<file path="src/rtl/matmul_scheduler.sv">
// Issue sequencer for a 4x4 complex matrix product: walks row/column selects row-major and
// tracks in-flight operands so results come out tagged. Optional stall port: MATMUL_SCHED_STALL_EN.
module matmul_scheduler #(
  parameter int unsigned LATENCY = 4
) (
  input  logic       clk,
  input  logic       rst,
  input  logic       start,
`ifdef MATMUL_SCHED_STALL_EN
  input  logic       stall,
`endif
  output logic       busy,
  output logic       done,
  output logic       issue_valid,
  output logic [1:0] row_idx,
  output logic [1:0] col_idx,
  output logic       res_valid,
  output logic [1:0] res_row,
  output logic [1:0] res_col
);

  typedef enum logic [1:0] {StIdle, StIssue, StDrain, StDone} state_e;

  state_e       r_state;
  logic         r_busy;
  logic         r_done;
  logic         r_issue;
  logic [1:0]   r_row;
  logic [1:0]   r_col;

  logic [LATENCY-1:0] r_vld;
  logic [1:0]         r_trow [LATENCY];
  logic [1:0]         r_tcol [LATENCY];

  logic       w_stall;
  logic       w_issue;
  logic       w_pending;
  logic [3:0] w_next_idx;

`ifdef MATMUL_SCHED_STALL_EN
  assign w_stall = stall;
`else
  assign w_stall = 1'b0;
`endif

  assign w_issue    = r_issue & ~w_stall;
  assign w_next_idx = {r_row, r_col} + 4'd1;

  // The last stage is the result currently presented; only earlier stages count as pending.
  always_comb begin
    w_pending = 1'b0;
    for (int unsigned i = 0; i + 1 < LATENCY; i++) begin
      w_pending = w_pending | r_vld[i];
    end
  end

  always_ff @(posedge clk or negedge rst) begin
    if (!rst) begin
      r_state <= StIdle;
      r_busy  <= 1'b0;
      r_done  <= 1'b0;
      r_issue <= 1'b0;
      r_row   <= 2'd0;
      r_col   <= 2'd0;
    end else begin
      unique case (r_state)
        StIdle: begin
          if (start) begin
            r_state <= StIssue;
            r_busy  <= 1'b1;
            r_issue <= 1'b1;
            r_row   <= 2'd0;
            r_col   <= 2'd0;
          end
        end
        StIssue: begin
          if (!w_stall) begin
            if (r_row == 2'd3 && r_col == 2'd3) begin
              r_state <= StDrain;
              r_issue <= 1'b0;
              r_row   <= 2'd0;
              r_col   <= 2'd0;
            end else begin
              r_row <= w_next_idx[3:2];
              r_col <= w_next_idx[1:0];
            end
          end
        end
        StDrain: begin
          if (!w_pending) begin
            r_state <= StDone;
            r_done  <= 1'b1;
          end
        end
        StDone: begin
          r_state <= StIdle;
          r_done  <= 1'b0;
          r_busy  <= 1'b0;
        end
        default: begin
          r_state <= StIdle;
          r_done  <= 1'b0;
          r_busy  <= 1'b0;
          r_issue <= 1'b0;
        end
      endcase
    end
  end

  // In-flight tracker keeps shifting during stalls so issued results stay on schedule.
  always_ff @(posedge clk or negedge rst) begin
    if (!rst) begin
      for (int unsigned i = 0; i < LATENCY; i++) begin
        r_vld[i]  <= 1'b0;
        r_trow[i] <= 2'd0;
        r_tcol[i] <= 2'd0;
      end
    end else begin
      r_vld[0]  <= w_issue;
      r_trow[0] <= row_idx;
      r_tcol[0] <= col_idx;
      for (int unsigned i = 1; i < LATENCY; i++) begin
        r_vld[i]  <= r_vld[i-1];
        r_trow[i] <= r_trow[i-1];
        r_tcol[i] <= r_tcol[i-1];
      end
    end
  end

  assign busy        = r_busy;
  assign done        = r_done;
  assign issue_valid = w_issue;
  assign row_idx     = w_issue ? r_row : 2'd0;
  assign col_idx     = w_issue ? r_col : 2'd0;
  assign res_valid   = r_vld[LATENCY-1];
  assign res_row     = r_trow[LATENCY-1];
  assign res_col     = r_tcol[LATENCY-1];

endmodule

</file>
<file path="config.mk">
export PLATFORM = sky130hd
export DESIGN_NAME = matmul_scheduler
export DESIGN_NICKNAME = d
export VERILOG_FILES = /design/src/rtl/matmul_scheduler.sv
export SDC_FILE = /design/constraint.sdc
export NUM_CORES = 1
export LEC_CHECK = 0
export BUFFER_PORTS_ARGS = -buffer_cell sky130_fd_sc_hd__buf_4
export CAP_MARGIN = 20
export CORE_MARGIN = 8
export CORE_UTILIZATION = 48
export DETAILED_ROUTE_END_ITERATION = 6
export PLACE_DENSITY_LB_ADDON = 0.25
export SYNTH_ARGS = -nofsm -noshare
export SYNTH_HDL_FRONTEND = slang
export SYNTH_SLANG_ARGS = --single-unit
</file>
<file path="constraint.sdc">
create_clock -name clk -period 1.4 [get_ports clk]
set_input_delay 0.07 -clock clk [delete_from_list [all_inputs] [get_ports clk]]
set_output_delay 0.07 -clock clk [all_outputs]
set_load 0.02 [all_outputs]
</file>
# Word-level counts from Yosys, hierarchy flattened

Cells that the tools add are included.
Widths: inputs -> output; s select.

Output and inout port bits: 12
Register bits after elaboration: 29
Logic and storage cells: 53

Reductions and logical operators: 10
Mux-type cells: 17
Add/subtract/negate cells: 1
Bitwise operators: 2
Eq/ne operators: 8

Operators by type and width:

| cell                | number |
|---|---|
| $mux 2              | 8 |
| $eq 2x2->1 const B  | 4 |
| $pmux 2 s2          | 2 |
| $pmux 2 s4          | 1 |
| $ne 2x2->1 const B  | 3 |
| $pmux 1 s2          | 3 |
| $reduce_and 2->1    | 3 |
| $reduce_and 3->1    | 2 |
| $reduce_bool 2->1   | 3 |
| $add 4x1->4 const B | 1 |
| $mux 1              | 3 |
| $eq 2x1->1 const B  | 1 |
| $logic_not 2->1     | 1 |
| $or 1x1->1          | 2 |
| $logic_and 1x1->1   | 1 |

# Longest topological paths before layout

Word-level depth: 4
Depth in mapped cells: 5
Depth with buffers taken out: 5

# Worst setup path after synthesis

No wires, ideal clock.

Path type: flip-flop to flip-flop
From: reg r_col[0]
To: reg r_state[1]
Arrival: 1328 ps
Setup time: 128 ps
Path slack: -56 ps
Period minus slack after synthesis: 1456 ps
Buffers on the path: 0
Stages on the path, launching flop included: 5
Cells stage by stage: dfrtp_1 ha_1 and3_1 o221ai_2 mux2_1

Cells in the longest elaborated chain, start to end: 4

RTL lines:

| what                              | RTL line | text |
|---|---|---|
| start: declaration                | 29       | `logic [1:0] r_col;` |
| start signal: assignment          | 85       | `r_col <= w_next_idx[1:0];` |
| $eq 2x2->1                        | 78       | `if (r_row == 2'd3 && r_col == 2'd3) begin` |
| $logic_and 1x1->1                 | 78       |  |
| $ne 2x2->1 (no source line)       | n/a      |  |
| $reduce_and 3->1 (no source line) | n/a      |  |
| end signal: assignment            | 79       | `r_state <= StDrain;` |
| end signal: assignment            | 91       | `r_state <= StDone;` |
| end signal: assignment            | 96       | `r_state <= StIdle;` |
| end: declaration                  | 24       | `state_e r_state;` |

No other way between the ends.
A chain may end at the register's enable or synchronous reset.

# Final worst setup path

From: reg r_col[1]
To: reg r_state[1]

Same word-level chain as after synthesis.

==> run_results.csv <==
group,metric,value,unit
global_route,grt_max_degree,30,
status,status,"completed",
power_and_ir_drop,power.density,2360,mW/mm²
clock_network,clkTransAtPathRegs,80,ps
synthesis,synth_fp_nets,86,
synthesis,syn_area_per_cell,13.8,µm²
synthesis,yosysSeqAreaShare,67.5,%
clock_network,clock_tree.root_cell,"clkbuf_4",
clock_network,clk_latency,320,ps
sta,final-setup-viol-count,0,
critical_path,required,1610,ps
place,placed_area,0.00131,mm²
sta,finClkSkew,4.26,ps
global_route,grtUsageTotal,10.7,%
synthesis,synthCells,78,
job,drv_cap,0,
sta,max_freq,741,MHz
detailed_routing,vias,712,
detailed_routing,dr.first_iter.drc_count,18,
synthesis,ys_ff_latch,29,
clock_network,htreeDepth,2,
sta,max_slew_margin,77.1,%
worst_hold_path,hold_path_class,"in -> reg",
cells_and_area,antenna_cells,0,
clock_network,cts_buffers,5,
die,core_area,0.00217,mm²
cells_and_area,layout.nets,122,
place,place.gp.congestion,0.830,
die,die_area,0.00401,mm²
global_route,overflow,0,
global_route,grt_antenna_before_repair,0,
sta,drv_slew,0,
synthesis,ys_warn_count,0,
cells_and_area,final_cell_mix,"buf_4, dfrtp_1, a21oi_1, nand2_1, clkbuf_4",
cells_and_area,fill_cells,155,
die,start_util,49.5,%
sta,period_needed,1350,ps
place,io_buffers,14,
clock_network,tritoncts,"done",
detailed_routing,viasPerCell,4.98,
die,io_pins,15,
detailed_routing,dr.pass1.iters,4,
detailed_routing,wl_per_cell,14.4,µm
die,die_w,63.3,µm
cells_and_area,final_common_cell,"buf_4",
cells_and_area,design_area,0.00149,mm²
power_and_ir_drop,fin_total_pwr,3.51,mW
critical_path,critPathLaunchType,"register",
power_and_ir_drop,ir_drop,1.89,mV
sta,max_slew.worst_pin.slew,343,ps
sta,period_share,96.3,%
synthesis,synthDistinctLibCells,25,
place,place_hpwl,1.35,mm
critical_path,timing.critical_path.to_type,"register",
clock_network,clockBufferDepth,2,
critical_path,path_max_fanout,3,
cells_and_area,layout-drive-gt1-share,46.1,%
power_and_ir_drop,power.leakage,0.716,nW
sta,hold_viol,0,
global_route,grt_pass1_wl,3.30,mm
die,die-height,63.3,µm
detailed_routing,ant_nets,0,
critical_path,critPathArrivalTime,1560,ps
clock_network,cts.sinks,29,
critical_path,reg2reg_slack,50,ps
global_route,grt_pass1_vias,721,
synthesis,synth_area,0.00107,mm²
detailed_routing,wl,2.06,mm
cells_and_area,area_growth,38.5,%
detailed_routing,drcViolationCount,0,
die,rows,17,
critical_path,worstSetupPathType,"reg -> reg",
-- synth_stat cells --
cell type / count / area share (%)
nand4_1: 1 / 0.58
and3_1: 1 / 0.58
nand3_1: 2 / 0.93
and2_1: 4 / 2.3
o21ai_1: 3 / 1.4
dfrtp_1: 29 / 68
a32o_1: 1 / 0.93
nor3_2: 1 / 0.93
nor2b_1: 3 / 1.7
buf_4: 4 / 2.8
o41ai_1: 1 / 0.82
inv_1: 3 / 1.0
o311ai_2: 1 / 1.5
nand2b_1: 1 / 0.58
inv_2: 1 / 0.35
mux2_1: 1 / 1.0
or2_1: 1 / 0.58
a21oi_1: 5 / 2.3
o2bb2ai_1: 1 / 0.82
o221ai_2: 1 / 1.4
a211oi_1: 1 / 0.70
nand2_1: 5 / 1.7
ha_1: 5 / 5.8
mux2i_1: 1 / 0.93
o22ai_1: 1 / 0.58
-- power breakdown --
group | leakage [nW] | total (mW) | internal [mW] | switching (mW)
registers | 0.373 | 1.29 | 1.12 | 0.168
clock network | 0.0455 | 0.698 | 0.426 | 0.272
logic | 0.298 | 1.52 | 0.798 | 0.721
-- layer usage --
layer  track usage [%]  share of wire [%]
met5                 0                  0
met4              7.52                2.5
met3              5.12                5.1
met2              16.7                 50
met1              11.1                 42
-- final timing paths --
check / depth (start not counted) / startpoint / to
worst max-delay path: 4 / r_col[1] / r_state[1]
worst min-delay path: 3 / start / busy
worst max register to register: 4 / r_col[1] / r_state[1]
worst min register to register: 0 / r_trow[2] / res_row[0]
max in group asynchronous: 2 / rst / r_state[1]
min in group asynchronous: 2 / rst / res_col[0]
-- timing repair --
| action | CTS | global route |
|---|---|---|
| pin swaps | 0 | 2 |
| hold endpoints to repair | 29 | 0 |
| cloned | 0 | 0 |
| hold buffers | 1 | 0 |
| buffers inserted | 0 | 2 |
| endpoints found under the setup margin | 2 | 5 |
| gates resized for setup | 1 | 13 |
-- flip-flops by register name (all words and copies together) (netlist names) --
signal and cells:
res_row 2, res_col 2, r_state 2, r_row 2
issue_valid 1, r_vld 4, r_tcol 6, busy 1
done 1, r_trow 6, r_col 2
-- cell type report --
| cell class | count | area, µm² | share of cell area [%] |
|---|---|---|---|
| Clock inverter | 1 | 30.0 | 2.02 |
| Clock buffer | 7 | 55.1 | 3.70 |
| Inverter | 4 | 15.0 | 1.01 |
| Multi-Input combinational cell | 41 | 374 | 25.1 |
| Sequential cell | 29 | 726 | 48.7 |
| Tap cell | 28 | 35.0 | 2.35 |
| Timing Repair Buffer | 33 | 254 | 17.1 |
-- stage by stage --
stage / instances / hold slack [ps] / worst slack, ps / util, % / TNS (ps)
finish: 143 / 64.0 / 51.2 / 68.6 / 0
global route: 143 / 49.5 / -12.2 / 68.6 / -12.2
CTS: 141 / 48.2 / -11.4 / 65.1 / -17.8
detailed placement: 132 / 5.87 / -2.94 / 60.5 / -3.25
global placement: 132 / 1.19 / 21.3 / 60.5 / 0
floorplan: 78 / -226 / -4.46 / - / -4.46
-- kinds of logic (layout without fill, tap and decap cells) --
kind of cell             after synthesis  after routing  share of synthesized area [%]
flip-flops                            29             29                           67.5
AND/OR/NAND/NOR                       19             19                           10.0
AO/OA/AOI/OAI                         15             15                           10.5
buffers and inverters                  8             45                           4.19
adder cells (fa/ha/maj)                5              5                           5.82
multiplexers                           2              2                           1.98
-- critical path: stages, from the launching register on --
cell and delay [ps]:
dfrtp_1 390, ha_2 190, and3_4 160, o221ai_4 180, mux2_4 310
No activity file was read; power rests on OpenSTA's default activity.
